[src/rtl/updown_counter_sequencer.sv]
`default_nettype none
// ============================================================================
// Module      : updown_counter_sequencer
// Description : Run/stop/clear sequencer, direction register and tick
//               prescaler for the up/down counter datapath. Optional UART
//               command requester enabled by `define UART_CMD_EN.
// Revision    : 1.0 - initial release
// ============================================================================
module updown_counter_sequencer #(
    parameter int CLK_HZ  = 100_000_000,
    parameter int TICK_HZ = 10
) (
    input  logic       clk,
    input  logic       reset,
    input  logic       btn_mode,
    input  logic       btn_run_stop,
    input  logic       btn_clear,
    input  logic       cmd_valid,
    input  logic [7:0] cmd_data,
    output logic       cmd_ready,
    output logic       cnt_tick,
    output logic       cnt_up,
    output logic       cnt_clear,
    output logic [1:0] led_mode,
    output logic [1:0] led_run_stop
);

    localparam int C_PERIOD = CLK_HZ / TICK_HZ;
    localparam int C_PW     = (C_PERIOD > 2) ? $clog2(C_PERIOD) : 1;
    localparam logic [C_PW-1:0] C_LAST = C_PW'(C_PERIOD - 1);

    localparam logic [7:0] C_BYTE_RUN_STOP = 8'h72;
    localparam logic [7:0] C_BYTE_CLEAR    = 8'h63;
    localparam logic [7:0] C_BYTE_MODE     = 8'h6D;

    typedef enum logic [1:0] {
        ST_STOP  = 2'd0,
        ST_RUN   = 2'd1,
        ST_CLEAR = 2'd2
    } state_t;

    state_t            r_state;
    state_t            w_state_next;
    logic              r_mode_up;
    logic [C_PW-1:0]   r_presc;

    logic              w_btn_any;
    logic              w_uart_run_stop;
    logic              w_uart_clear;
    logic              w_uart_mode;
    logic              w_do_clear;
    logic              w_do_run_stop;
    logic              w_do_mode;

    assign w_btn_any = btn_mode | btn_run_stop | btn_clear;

`ifdef UART_CMD_EN
    logic w_uart_accept;

    // UART only wins a cycle in which no button pulse is present.
    assign cmd_ready       = ~w_btn_any;
    assign w_uart_accept   = cmd_valid & cmd_ready;
    assign w_uart_run_stop = w_uart_accept & (cmd_data == C_BYTE_RUN_STOP);
    assign w_uart_clear    = w_uart_accept & (cmd_data == C_BYTE_CLEAR);
    assign w_uart_mode     = w_uart_accept & (cmd_data == C_BYTE_MODE);
`else
    logic w_unused_cmd;

    assign cmd_ready       = 1'b1;
    assign w_unused_cmd    = ^{cmd_valid, cmd_data, C_BYTE_RUN_STOP,
                               C_BYTE_CLEAR, C_BYTE_MODE};
    assign w_uart_run_stop = 1'b0;
    assign w_uart_clear    = 1'b0;
    assign w_uart_mode     = 1'b0;
`endif

    // Single honoured command per cycle, buttons ahead of UART.
    always_comb begin
        w_do_clear    = 1'b0;
        w_do_run_stop = 1'b0;
        w_do_mode     = 1'b0;
        if (btn_clear) begin
            w_do_clear = 1'b1;
        end else if (btn_run_stop) begin
            w_do_run_stop = 1'b1;
        end else if (btn_mode) begin
            w_do_mode = 1'b1;
        end else begin
            w_do_clear    = w_uart_clear;
            w_do_run_stop = w_uart_run_stop;
            w_do_mode     = w_uart_mode;
        end
    end

    always_ff @(posedge clk or negedge reset) begin
        if (!reset) begin
            r_state <= ST_STOP;
        end else begin
            r_state <= w_state_next;
        end
    end

    always_comb begin
        w_state_next = r_state;
        case (r_state)
            ST_STOP: begin
                if (w_do_clear) begin
                    w_state_next = ST_CLEAR;
                end else if (w_do_run_stop) begin
                    w_state_next = ST_RUN;
                end
            end
            ST_RUN: begin
                if (w_do_clear) begin
                    w_state_next = ST_CLEAR;
                end else if (w_do_run_stop) begin
                    w_state_next = ST_STOP;
                end
            end
            ST_CLEAR: begin
                w_state_next = w_do_clear ? ST_CLEAR : ST_STOP;
            end
            default: begin
                w_state_next = ST_STOP;
            end
        endcase
    end

    always_ff @(posedge clk or negedge reset) begin
        if (!reset) begin
            r_mode_up <= 1'b1;
        end else if (w_do_mode) begin
            r_mode_up <= ~r_mode_up;
        end
    end

    // Counts only while staying in RUN, so STOP and CLEAR always see zero.
    always_ff @(posedge clk or negedge reset) begin
        if (!reset) begin
            r_presc <= '0;
        end else if ((r_state == ST_RUN) && (w_state_next == ST_RUN)) begin
            r_presc <= (r_presc == C_LAST) ? '0 : r_presc + 1'b1;
        end else begin
            r_presc <= '0;
        end
    end

    assign cnt_tick     = (r_state == ST_RUN) && (r_presc == C_LAST);
    assign cnt_clear    = (r_state == ST_CLEAR);
    assign cnt_up       = r_mode_up;
    assign led_mode     = {~r_mode_up, r_mode_up};
    assign led_run_stop = {r_state == ST_RUN, r_state != ST_RUN};

endmodule
`default_nettype wire
[config.mk]
export PLATFORM = sky130hd
export DESIGN_NAME = updown_counter_sequencer
export DESIGN_NICKNAME = d
export VERILOG_FILES = /design/src/rtl/updown_counter_sequencer.sv
export SDC_FILE = /design/constraint.sdc
export NUM_CORES = 1
export LEC_CHECK = 0
export CORE_MARGIN = 3
export CORE_UTILIZATION = 61
export DETAILED_ROUTE_END_ITERATION = 16
export DONT_BUFFER_PORTS = 1
export PLACE_DENSITY = 0.87
export SYNTH_ARGS = -nofsm -noshare
export SYNTH_HDL_FRONTEND = slang
export SYNTH_SLANG_ARGS = --single-unit
export TNS_END_PERCENT = 30
[constraint.sdc]
create_clock -name clk -period 2.5 [get_ports clk]
set_input_delay 0.25 -clock clk [delete_from_list [all_inputs] [get_ports clk]]
set_output_delay 0.25 -clock clk [all_outputs]
set_load 0.02 [all_outputs]
==> results.toml, run 1 <==
[placed_design]
hpwlAfterDp_um = 1800
place_congestion = 0.792
io_buffers = 0

[logic_synthesis]
synth_area_per_cell_um2 = 9.68
synth_most_common_cell = "dfrtp_1"
synth_top_family_by_area = "simple AND/OR/NAND/NOR gates"
ys_top_cells_by_count = "dfrtp_1 (26), nor2_1 (15), nand2_1 (12)"
async_reset_ff_share_pct = 100
synth-compound-area-share_pct = 9.39
synth-edff-count = 0
ys_warn_count = 0
synth_nets = 161
synth_top_area_share_pct = 46.1
synthMuxAreaShare_pct = 0
yosysSeqAreaShare_pct = 47.9
synthAdderAreaFrac_pct = 0.886
yosys_most_used_dff = "dfrtp_1"
synth_area_leaders = "dfrtp_1 (46%), xor2_1 (5.6%), nor2_1 (4.0%)"
yosys.area_share.simple_pct = 28.9
yosys.area_share.xor_xnor_pct = 8.68
syn_inst = 146
syn-cell-area_um2 = 1410
synth-seq-cells = 27
synth_area_leader_cell = "dfrtp_1"
synth.distinct_cells = 36

[sta]
setup_violations = 0
max_freq_mhz = 431
period_share_pct = 92.9
hold_viol_final = 0
min_period_ps = 2320
skew_ps = 2.96
rsz0062_at_grt = "false"
finalSetupTns_ps = 0
final_max_slew_viol_count = 0

[final_layout]
diodes = 0
fill_cells = 146
area_delta_synth_final_pct = 5.23
nets = 165
layout-drive-gt1-share_pct = 11.4

[die]
num_rows = 16
ioPinCount = 22
die_h_um = 54.1
dieArea_um2 = 2930
start_util_pct = 67.8
core-area_um2 = 2080
dieWidth_um = 54.1

[grt]
grt_pass1_wl_um = 4560
antenna_found_initial = 0
grt_max_degree = 28
grt-ovfl-total = 0
grt_pass1_vias = 1066
grt_usage_pct = 21.7

[clock_network]
cts_setup_buffers = 0
path_clk_slew_ps = 130
cts_tree = "built"
cts_made_buffers = 3
clockBufferDepth = 2
cts_root_buffer = "clkbuf_4"
h-tree-depth = 1
clk_latency_ps = 320
clkSinkCount = 27

[detailed_routing]
final_antenna_net_count = 0
drc = 0
wl_um = 2720
vias = 1090
drt_iter0_drc = 27
drt_pass1_iterations = 4
via_per_inst = 6.19
routedWlPerCell_um = 15.5

[setup_path]
arrival_ps = 2070
start_kind = "register"
timing.rr.end = "r_presc[5]"
endpoint = "cnt_tick"
startpoint = "r_presc[0]"
crit_type = "register to output pin"
rr_startpoint = "r_presc[0]"
critical_path.max_fanout = 5
crit_required_ps = 2250
r2r_slack_ps = 460
end_kind = "output pin"
rr_worst_depth = 6

[outcome]
outcome = "completed"

[power]
totalPowerFinal_uw = 725
leakagePower_uw = 0.000582
powerDensity_nw_per_um2 = 488
peakVddDrop_mv = 0.366

[flow_run]
cap_violations = 0

[min_path]
hp-class = "input pin to register"
[cell type report]
class                      count  area (um2)  area share [%]
multi-input combinational    109         679            45.7
sequential                    27         677            45.5
timing repair buffer           5        55.1            3.70
tap                           27        33.8            2.27
clock buffer                   4        26.3            1.77
inverter                       4        15.0            1.01
[where the power goes]
part,total [uW],internal (uW),switching [uW]
combinational,52.0,15.8,36.2
sequential,491,455,36.0
clock,183,62.5,120
total,725,533,192
[worst max-delay path, stage by stage, from the launching register on]
cell,delay [ps]
dfrtp_1,430
ha_1,270
nand2_1,120
or4_1,570
nor3_1,190
buf_4,170
[worst min path at each step]
| stage | startpoint | to | slack [ps] | cells after the start |
|---|---|---|---|---|
| floorplan | reset | r_presc[0] | -50 | 0 |
| global placement | reset | r_presc[23] | -50 | 0 |
| detailed placement | reset | r_presc[22] | -40 | 0 |
| CTS | btn_mode | cnt_up | 40 | 2 |
| global route | btn_mode | cnt_up | 20 | 2 |
| finish | btn_mode | cnt_up | 40 | 2 |
[cell usage in the layout (no fill, tap or decap), drive strengths merged, types with 2 or more instances in the layout]
cell	Yosys	routed
dlygate4sd3	0	2
clkbuf	0	4
and3	7	7
nor4b	2	2
nand3	7	7
xor2	9	9
nand2	12	12
nor3	3	3
o31ai	5	5
dfrtp	26	26
a21oi	10	10
buf	6	3
inv	4	4
nand4	7	7
o21ai	6	6
nor2	15	15
or3	6	6
or4	6	6
xnor2	5	5
[what timing repair did]
| item | 4_1_cts | 5_1_grt |
|---|---|---|
| hold buffers | 3 | 0 |
| resized for setup | 0 | 0 |
| hold endpoints to repair | 28 | 0 |
[flip-flops by register name (all words and copies together) (netlist names)]
| name | flops |
|---|---|
| cnt_up | 1 |
| r_presc | 24 |
| r_state | 2 |
[metrics by stage]
step / hold slack (ps) / std cells / utilization, % / cell area, um2 / setup slack [ps]
floorplan: -45.6 / 146 / - / 1410 / 520
global placement: -45.1 / 169 / 68.2 / 1420 / 559
detailed placement: -45.0 / 169 / 68.2 / 1420 / 502
CTS: 38.1 / 176 / 71.4 / 1490 / 181
global route: 18.7 / 176 / 71.4 / 1490 / 30.3
finish: 37.0 / 176 / 71.4 / 1490 / 178
[routing by layer]
| layer | up-vias | track usage, % | routed length (um) |
|---|---|---|---|
| met5 | - | 0 | 0 |
| met4 | 0 | 5.81 | 21 |
| met3 | 4 | 6.65 | 154 |
| li1 | 521 | - | - |
| met2 | 29 | 37.5 | 1350 |
| met1 | 536 | 26.0 | 1200 |
[kinds of logic after synthesis]
kind of cell / Yosys count
simple gates: 71
buf+inv: 10
fa+ha+maj: 1
flops: 27
compound gates: 22
xor+xnor: 14
other cells: 1
Power figures use the tool's default switching activity.
==> run 2, diff against run 1 <==
- CORE_UTILIZATION: 61 -> 24
- PLACE_DENSITY: 0.87 -> 0.47
- SKIP_CTS_REPAIR_TIMING: unset -> 1
==> run 2 against run 1 <==
  * Total power up 8.2%
  * Sequential power barely moved
  * Core utilization shrank 44 points
  * Non-clock buffer count fell by 1
  * Cell area up 4.4%
  * Count of clock-buffer cells in the layout unchanged
  * Die area rose by 130%
  * Wire length is 7.6% higher
  * Via count down 5.7%
  * Critical path type unchanged
  * Critical endpoint unchanged
  * Largest cell class unchanged
==> results.toml, run 2 (synthesis gave the netlist of run 1 again) <==
[outcome]
outcome = "completed"

[grt]
grt_pass1_wl_um = 4990
grt_max_degree = 28
antenna_found_initial = 0
grt_usage_pct = 9.51
grt-ovfl-total = 0
grt_pass1_vias = 1064

[die]
dieArea_um2 = 6840
num_rows = 27
ioPinCount = 22
start_util_pct = 25.2
dieWidth_um = 82.7
die_h_um = 82.7
core-area_um2 = 5610

[sta]
skew_ps = 5.08
final_max_slew_viol_count = 0
rsz0062_at_grt = "false"
hold_viol_final = 0
finalSetupTns_ps = 0
setup_violations = 0
period_share_pct = 91.5
min_period_ps = 2290
max_freq_mhz = 437
setup_slack_ps = 213

[detailed_routing]
drt_iter0_drc = 42
final_antenna_net_count = 0
via_per_inst = 4.67
vias = 1028
wl_um = 2930
routedWlPerCell_um = 13.3
drc = 0
drt_pass1_iterations = 4

[final_layout]
area_delta_synth_final_pct = 9.83
final_common_cell = "dfrtp_1"
largest_register = "r_presc"
fill_cells = 622
regArea_um2 = 677
multiInputGateArea_um2 = 679
nets = 164
layout_common_cells = "dfrtp_1 (26), nor2_1 (15), nand2_1 (12)"
largest_reg_flops = 24
layout-drive-gt1-share_pct = 11.5
diodes = 0
fin_cells = 220

[placed_design]
dpl.cell_count = 214
hpwlAfterDp_um = 2060
dp_slack_ps = 447
place_congestion = 0.789
io_buffers = 0

[clock_network]
cts_tree = "built"
path_clk_slew_ps = 90
cts_root_buffer = "clkbuf_8"
h-tree-depth = 1
cts_made_buffers = 3
clockBufferDepth = 2
clkSinkCount = 27
clk_latency_ps = 270

[power]
leakagePower_uw = 0.000585
peakVddDrop_mv = 0.174
powerDensity_nw_per_um2 = 506

[setup_path]
critical_path.max_fanout = 5
arrival_ps = 2040
end_kind = "output pin"
start_kind = "register"
r2r_slack_ps = 430
crit_type = "register to output pin"
crit_required_ps = 2250

[min_path]
hp-class = "input pin to register"

[flow_run]
cap_violations = 0
-- run 2: stage by stage --
step | hold WS, ps | instance area [um2] | util (%) | power (uW)
floorplan | -45.6 | 1410 | - | 541
global placement | -44.5 | 1480 | 26.3 | 534
detailed placement | -44.4 | 1480 | 26.3 | 535
CTS | -347 | 1520 | 27.1 | 787
global route | 14.6 | 1550 | 27.7 | 830
finish | 42.3 | 1550 | 27.7 | 785
-- run 2: final timing paths --
path                               end  depth (start not counted)        from
max                           cnt_tick                          5  r_presc[0]
max in group asynchronous       cnt_up                          2       reset
min in group asynchronous  r_presc[16]                          2       reset
max reg2reg                 r_presc[5]                          6  r_presc[0]
min reg2reg                 r_state[0]                          1  r_state[1]
min                         r_state[0]                          1   btn_clear
-- run 2: final cells by class --
| type | instances | share of cell area [%] |
|---|---|---|
| repair buffers | 4 | 2.90 |
| clock buffers | 4 | 2.90 |
| inverters | 4 | 0.968 |
| well taps | 72 | 5.81 |
| flip-flops and latches | 27 | 43.6 |
| multi-input cells | 109 | 43.8 |
-- run 2: worst max-delay path, stage by stage (launching register included) --
cell	delay [ps]
dfrtp_1	430
ha_1	300
nand2_1	130
or4_1	550
nor3_1	190
buf_4	170
-- run 2: layer usage --
layer | GRT usage, % | wire, um | share of wire, % | vias to the layer above
li1 | - | - | - | 522
met1 | 12.1 | 1460 | 50 | 496
met2 | 16.1 | 1390 | 47 | 10
met3 | 2.93 | 79 | 2.7 | 0
met4 | 1.47 | 0 | 0 | 0
met5 | 0 | 0 | 0 | -
-- run 2: power by group --
group / leakage, uW / switching (uW) / internal (uW) / total (uW)
logic: 0.000191 / 35.7 / 14.7 / 50.5
registers: 0.000371 / 34.0 / 454 / 488
clock network: 0.0000228 / 132 / 114 / 246
total: 0.000585 / 202 / 583 / 785
